### config.mk
export PLATFORM = sky130hd
export DESIGN_NAME = pe_seq_ctrl
export DESIGN_NICKNAME = d
export VERILOG_FILES = /design/src/rtl/pe_seq_ctrl.sv
export SDC_FILE = /design/constraint.sdc
export NUM_CORES = 1
export LEC_CHECK = 0
export CAP_MARGIN = 10
export CELL_PAD_IN_SITES_DETAIL_PLACEMENT = 1
export CELL_PAD_IN_SITES_GLOBAL_PLACEMENT = 1
export CORE_UTILIZATION = 45
export DETAILED_ROUTE_END_ITERATION = 6
export PLACE_DENSITY_LB_ADDON = 0.3
export SLEW_MARGIN = 20
export SYNTH_ARGS = -nofsm -noshare
export SYNTH_HDL_FRONTEND = slang
export SYNTH_SLANG_ARGS = --single-unit
### constraint.sdc
create_clock -name clk -period 5.4 [get_ports clk]
set_input_delay 1.35 -clock clk [delete_from_list [all_inputs] [get_ports clk]]
set_output_delay 1.35 -clock clk [all_outputs]
set_load 0.02 [all_outputs]
### src/rtl/pe_seq_ctrl.sv
// Sequencer for a bit-serial PE column. It steps through clear, weight load,
// k_len multiply-accumulate passes of MCYC cycles each, a drain flush, and a done pulse.
module pe_seq_ctrl #(
  parameter int IDEPTH = 4,
  parameter int MCYC   = 16,
  parameter int KWIDTH = 16,
  parameter int DRAIN  = 2
) (
  input  logic              clk,
  input  logic              rst,
  input  logic              start,
  input  logic [KWIDTH-1:0] k_len,
  input  logic              w_load,
  input  logic              hold,
  output logic              ready,
  output logic              busy,
  output logic              done,
  output logic [IDEPTH-1:0] idx,
  output logic              mac_done,
  output logic              en_i,
  output logic              clr_i,
  output logic              en_w,
  output logic              clr_w,
  output logic              en_o,
  output logic              clr_o
);

  typedef enum logic [2:0] {
    S_IDLE,
    S_CLR,
    S_WLD,
    S_MAC,
    S_DRAIN,
    S_DONE
  } state_t;

  localparam int DW = (DRAIN > 1) ? $clog2(DRAIN) : 1;
  localparam logic [IDEPTH-1:0] C_LAST = IDEPTH'(MCYC - 1);
  localparam logic [DW-1:0]     D_LAST = DW'(DRAIN - 1);

  state_t            state_q, state_d;
  logic [IDEPTH-1:0] c_q, c_d;
  logic [KWIDTH-1:0] k_q, k_d;
  logic [DW-1:0]     d_q, d_d;
  logic [KWIDTH-1:0] k_len_q;
  logic              w_load_q;

  logic c_last, k_last;
  assign c_last = (c_q == C_LAST);
  assign k_last = (k_q == k_len_q - KWIDTH'(1));

  // NOTE: every signal driven here gets a default first, so no path can leave
  // one unassigned and infer a latch.
  always_comb begin
    state_d  = state_q;
    c_d      = c_q;
    k_d      = k_q;
    d_d      = d_q;
    ready    = 1'b0;
    done     = 1'b0;
    idx      = '0;
    mac_done = 1'b0;
    en_i     = 1'b0;
    clr_i    = 1'b0;
    en_w     = 1'b0;
    clr_w    = 1'b0;
    en_o     = 1'b0;
    clr_o    = 1'b0;

    case (state_q)
      S_IDLE: begin
        ready = 1'b1;
        if (start) state_d = S_CLR;
      end
      S_CLR: begin
        clr_i = 1'b1;
        clr_o = 1'b1;
        clr_w = w_load_q;
        c_d   = '0;
        k_d   = '0;
        if (w_load_q)           state_d = S_WLD;
        else if (k_len_q != '0) state_d = S_MAC;
        else                    state_d = S_DONE;
      end
      S_WLD: begin
        en_w    = 1'b1;
        state_d = (k_len_q != '0) ? S_MAC : S_DONE;
      end
      S_MAC: begin
        // A stall freezes the counters and masks every strobe; idx still shows c.
        idx = c_q;
        if (!hold) begin
          en_i     = (c_q == '0);
          en_o     = c_last;
          mac_done = c_last && k_last;
          if (c_last) begin
            c_d = '0;
            if (k_last) begin
              d_d     = '0;
              state_d = S_DRAIN;
            end else begin
              k_d = k_q + KWIDTH'(1);
            end
          end else begin
            c_d = c_q + IDEPTH'(1);
          end
        end
      end
      S_DRAIN: begin
        if (d_q == D_LAST) state_d = S_DONE;
        else               d_d     = d_q + DW'(1);
      end
      S_DONE: begin
        done    = 1'b1;
        state_d = S_IDLE;
      end
      default: state_d = S_IDLE;
    endcase
  end

  assign busy = ~ready;

  // NOTE: sequential state uses non-blocking assignments so every register
  // samples its inputs from the same pre-edge values.
  always_ff @(posedge clk) begin
    if (rst) begin
      state_q  <= S_IDLE;
      c_q      <= '0;
      k_q      <= '0;
      d_q      <= '0;
      k_len_q  <= '0;
      w_load_q <= 1'b0;
    end else begin
      state_q <= state_d;
      c_q     <= c_d;
      k_q     <= k_d;
      d_q     <= d_d;
      if (state_q == S_IDLE && start) begin
        k_len_q  <= k_len;
        w_load_q <= w_load;
      end
    end
  end

endmodule

### Word level (Yosys, flattened, before mapping)

Cells that the tools add are included.

| cells by class | value |
|---|---|
| add/sub/neg operators | 4 |
| $mul | 0 |
| divide/modulo/power cells | 0 |
| order comparisons | 0 |
| equal/unequal tests | 13 |
| shift-type cells | 0 |
| multiplexer cells | 32 |
| bitwise logic cells | 1 |
| reductions and logical operators | 11 |

Operators by type and width:

| operator | number |
|---|---|
| 16-bit 2-to-1 mux | 3 |
| 16-bit case mux with 2 select lines | 1 |
| 3-bit 2-to-1 mux | 7 |
| 16-bit by 1-bit adder with 16-bit output (second input constant) | 1 |
| 16-bit == test | 1 |
| 16-bit nonzero test | 1 |
| 16-bit by 1-bit subtractor with 16-bit output (second input constant) | 1 |
| 1-bit 2-to-1 mux | 15 |
| 3-bit case mux with 5 select lines | 1 |
| 4-bit 2-to-1 mux | 3 |
| 2-bit != test (second input constant) | 6 |
| 4-bit case mux with 2 select lines | 1 |
| 4-bit AND reduction | 2 |
| 3-bit by 2-bit == test with 1-bit output (second input constant) | 2 |
| 3-bit == test (second input constant) | 2 |
| 5-bit AND reduction | 1 |
| 4-bit by 1-bit adder with 4-bit output (second input constant) | 1 |
| 4-bit == test (second input constant) | 1 |
| 4-bit logical NOT | 1 |
| 2-bit nonzero test | 2 |
| 3-bit by 1-bit == test with 1-bit output (second input constant) | 1 |
| 3-bit logical NOT | 1 |
| 1-bit logical AND | 2 |
| 1-bit case mux with 2 select lines | 1 |
| other kinds (3) | 3 |

| storage, ports and cells | value |
|---|---|
| flip-flop bits (word level) | 41 |
| bits in latches | 0 |
| RAM bits | 0 |
| ROM bits | 0 |
| logic and storage cells | 67 |
| memories kept | 0 |

### Depth between registers and ports, before layout

| depth | value |
|---|---|
| depth in word-level cells | 6 |
| gate-level depth with buffers | 13 |
| gate-level depth less buffers | 10 |

### Worst setup path after synthesis

Ideal clock, no wire load.

| timing path | value |
|---|---|
| kind | input-to-output |
| start | in hold |
| end | out mac_done |
| arrival | 2.580 ns |
| setup slack | 1.470 ns |
| stages on the path | 3 |
| path through | nand4b_1 -> nor2_1 -> and4b_2 |

| between the ends | value |
|---|---|
| longest elaborated chain between the ends | 2 |

RTL lines:

| element | RTL line | text |
|---|---|---|
| start: declaration | 14 | `input logic hold,` |
| 1-bit 2-to-1 mux | 92 | `if (!hold) begin` |
| 1-bit 2-to-1 mux | 70 | `case (state_q)` |
| end: declaration | 19 | `output logic mac_done,` |

No other way between the ends.

### Final worst setup path

| timing path | value |
|---|---|
| start | reg k_len_q[0] |
| end | out mac_done |

| between the ends | value |
|---|---|
| longest elaborated chain between the ends | 5 |

RTL lines:

| element | RTL line | text |
|---|---|---|
| start: declaration | 45 | `logic [KWIDTH-1:0] k_len_q;` |
| start signal: assignment | 139 | `k_len_q <= k_len;` |
| 16-bit by 1-bit subtractor with 16-bit output | 50 | `assign k_last = (k_q == k_len_q - KWIDTH'(1));` |
| 16-bit == test | 50 |  |
| 1-bit logical AND | 95 | `mac_done = c_last && k_last;` |
| 1-bit 2-to-1 mux | 92 |  |
| 1-bit 2-to-1 mux | 70 |  |

No other way between the ends.

==> results.json <==
{
  "tightest_slew_ns": 0.617,
  "die_h_um": 80.9,
  "drt-total-wl_mm": 7.83,
  "grt_pass1_vias": 2559,
  "vias": 2648,
  "io_pins": 35,
  "fin_nets": 391,
  "overflow": 0,
  "fin_crit_sh": 0.894,
  "setup_tns_ns": 0,
  "postCtsSetupBuffers": 0,
  "setup_viol": 0,
  "antenna_cells": 0,
  "rsz0062_at_grt": "no",
  "fmax_mhz": 207,
  "drc": 0,
  "initial_core_util": 0.471,
  "crit_required_ns": 4.05,
  "synth_common_cells": "nand2_1 (62), dfxtp_1 (41), nor2_1 (29), a21oi_1 (27)",
  "coreArea_um2": 5960,
  "ctsResizeCount": 0,
  "clock_latency_ns": 0.30,
  "power_frac_seq": 0.357,
  "netlist_instances": 348,
  "ant_nets": 0,
  "critical_path_class": "flop to output port",
  "worst_slack_ns": 0.575,
  "seq_area_frac_synth": 0.293,
  "report.final.slew_viol_count": 0,
  "hpwl_mm": 5.70,
  "syn_nets": 373,
  "pwr-share-comb": 0.410,
  "clock-sinks": 41,
  "vdd_drop_max_v": 0.000232,
  "p_int_mw": 0.641,
  "cts_max_level": 2,
  "syn_to_final_growth_pct": 13.3,
  "outcome": "finished, final reports clean",
  "yosys_warnings": 0,
  "die_w_um": 80.9,
  "crit_fanout": 8,
  "crit_path_start_kind": "flop",
  "clk_path_buf_depth": 2,
  "leakage_nw": 1.13,
  "switching_share": 0.399,
  "fillers": 744,
  "cts_root_buf": "clkbuf_8",
  "slew_headroom": 0.587,
  "place_ws_ns": 0.893,
  "yosysMostFrequentCell": "nand2_1",
  "clk_pin_slew_ns": 0.09,
  "synth_top_area_frac": 0.293,
  "antenna_found_initial": 0,
  "std_cell_rows": 28,
  "numCtsBuffers": 5,
  "syn_area_um2": 2800,
  "avgViaCountPerCell": 6.00,
  "yosys.area.top_type": "dfxtp_1",
  "fin_util": 0.534,
  "cts_tree": "built",
  "gp_congestion": 0.840,
  "cp-end-kind": "output port",
  "first_pass_iters": 4,
  "first_iter_violations": 115,
  "grt_pass1_wl_mm": 12.7,
  "final_area_um2": 3180,
  "clock_skew_ns": 0.00938,
  "p_switching_mw": 0.425,
  "port-buffer-count": 34,
  "synth.area.top_cells": "dfxtp_1 (29%), nand2_1 (8.3%), a21oi_1 (4.8%), nor2_1 (3.9%), a2111o_1 (2.8%)",
  "dieArea_um2": 6550,
  "grt_util_all_layers": 0.252,
  "yosysUniqueCellTypes": 69,
  "wl_per_cell_um": 17.8,
  "avgSynthCellArea_um2": 8.06,
  "synth_edf_count": 0,
  "maxCapViolations": 0,
  "hp-class": "flop to flop",
  "hold_buffers": 0,
  "period_needed_ns": 4.83,
  "finalHoldViolCount": 0,
  "layout-drive-gt1-share": 0.104,
  "grt_max_degree": 29,
  "ys_ff_latch": 41,
  "cellPowerDensity_nw_per_um2": 335,
  "arrival_ns": 3.48,
  "place_area_um2": 3070,
  "synthFlopType": "dfxtp_1",
  "clkPwrFrac": 0.234,
  "async_flop_share": 0
}
-- per-stage QoR --
| stage | cells | total power, mW | hold slack, ns |
|---|---|---|---|
| 2_1_floorplan | 348 | 0.725 | 0.455 |
| 3_3_place_gp | 434 | 0.801 | 0.483 |
| 3_5_place_dp | 434 | 0.818 | 0.504 |
| 4_1_cts | 441 | 1.07 | 0.517 |
| 5_1_grt | 441 | 1.13 | 0.534 |
| 6_report | 441 | 1.07 | 0.515 |
-- per-layer routing --
layer	wire length (µm)	share of wire	vias up	GRT usage
met1	3550	0.45	1295	0.305
met4	156	0.020	0	0.0893
met3	282	0.036	12	0.0472
met2	3840	0.49	51	0.442
li1	-	-	1290	-
met5	0	0	-	0
-- cell usage in the layout (no fill, tap or decap), types with 3 or more instances in the layout --
master	instances
o2111ai_1	7
and3_2	3
or3_1	3
a2111o_1	7
nand2b_1	3
nor4_1	4
dfxtp_1	41
nand2_1	62
nand3_1	12
o21a_1	4
nand3b_1	3
xnor2_1	9
inv_1	11
clkdlybuf4s50_1	34
nor2_1	29
a31oi_1	3
xor2_1	9
and2_1	5
ha_1	4
a211oi_2	3
clkbuf_8	5
a21oi_1	27
mux2i_1	6
nand4_1	4
nor3_1	10
and3_1	6
-- final timing paths --
check / startpoint / end / slack [ns] / cells after the start
worst max-delay path: k_len_q[0] / mac_done / 0.57 / 10
worst min register to register: d_q / d_q / 0.52 / 2
worst min-delay path: d_q / d_q / 0.52 / 2
worst max register to register: k_len_q[0] / k_q[8] / 2.02 / 10
-- final cells by class --
type,count,area (µm²),share of cell area
clock buffers,5,68.8,0.0217
repair buffers,36,355,0.112
flip-flops and latches,41,821,0.258
clock inverters,2,35.0,0.0110
inverters,11,41.3,0.0130
multi-input cells,271,1760,0.555
well taps,75,93.8,0.0295
-- power by group through the flow --
stage / logic, mW / registers, mW / clock network, mW
finish: 0.437 / 0.380 / 0.249
global route: 0.480 / 0.384 / 0.263
CTS: 0.436 / 0.379 / 0.251
detailed placement: 0.431 / 0.386 / 0
global placement: 0.418 / 0.383 / 0
floorplan: 0.369 / 0.356 / 0
-- logic make-up (layout without fill, tap and decap cells) --
group,count (synthesis),in the layout,synth area share
AND/OR/NAND/NOR,166,166,0.311
multiplexers,6,6,0.0214
XOR/XNOR,18,18,0.0562
adder cells (fa/ha/maj),4,4,0.0178
buffers and inverters,36,54,0.0785
flip-flops,41,41,0.293
AO/OA/AOI/OAI,77,77,0.222
-- registers in the layout, summed over array words and instances (netlist names) --
register / count
d_q: 1
k_len_q: 16
w_load_q: 1
k_q: 16
state_q: 3
c_q: 4
-- worst max-delay path: stages, from the launching register on --
cell	delay [ns]
dfxtp_1	0.40
inv_1	0.09
ha_1	0.27
or4b_1	0.63
nor3_1	0.28
a211oi_2	0.08
nor4_2	0.39
nand2_1	0.09
nor2_1	0.08
and4b_2	0.26
clkdlybuf4s50_1	0.61
Power figures use the tool's default switching activity.
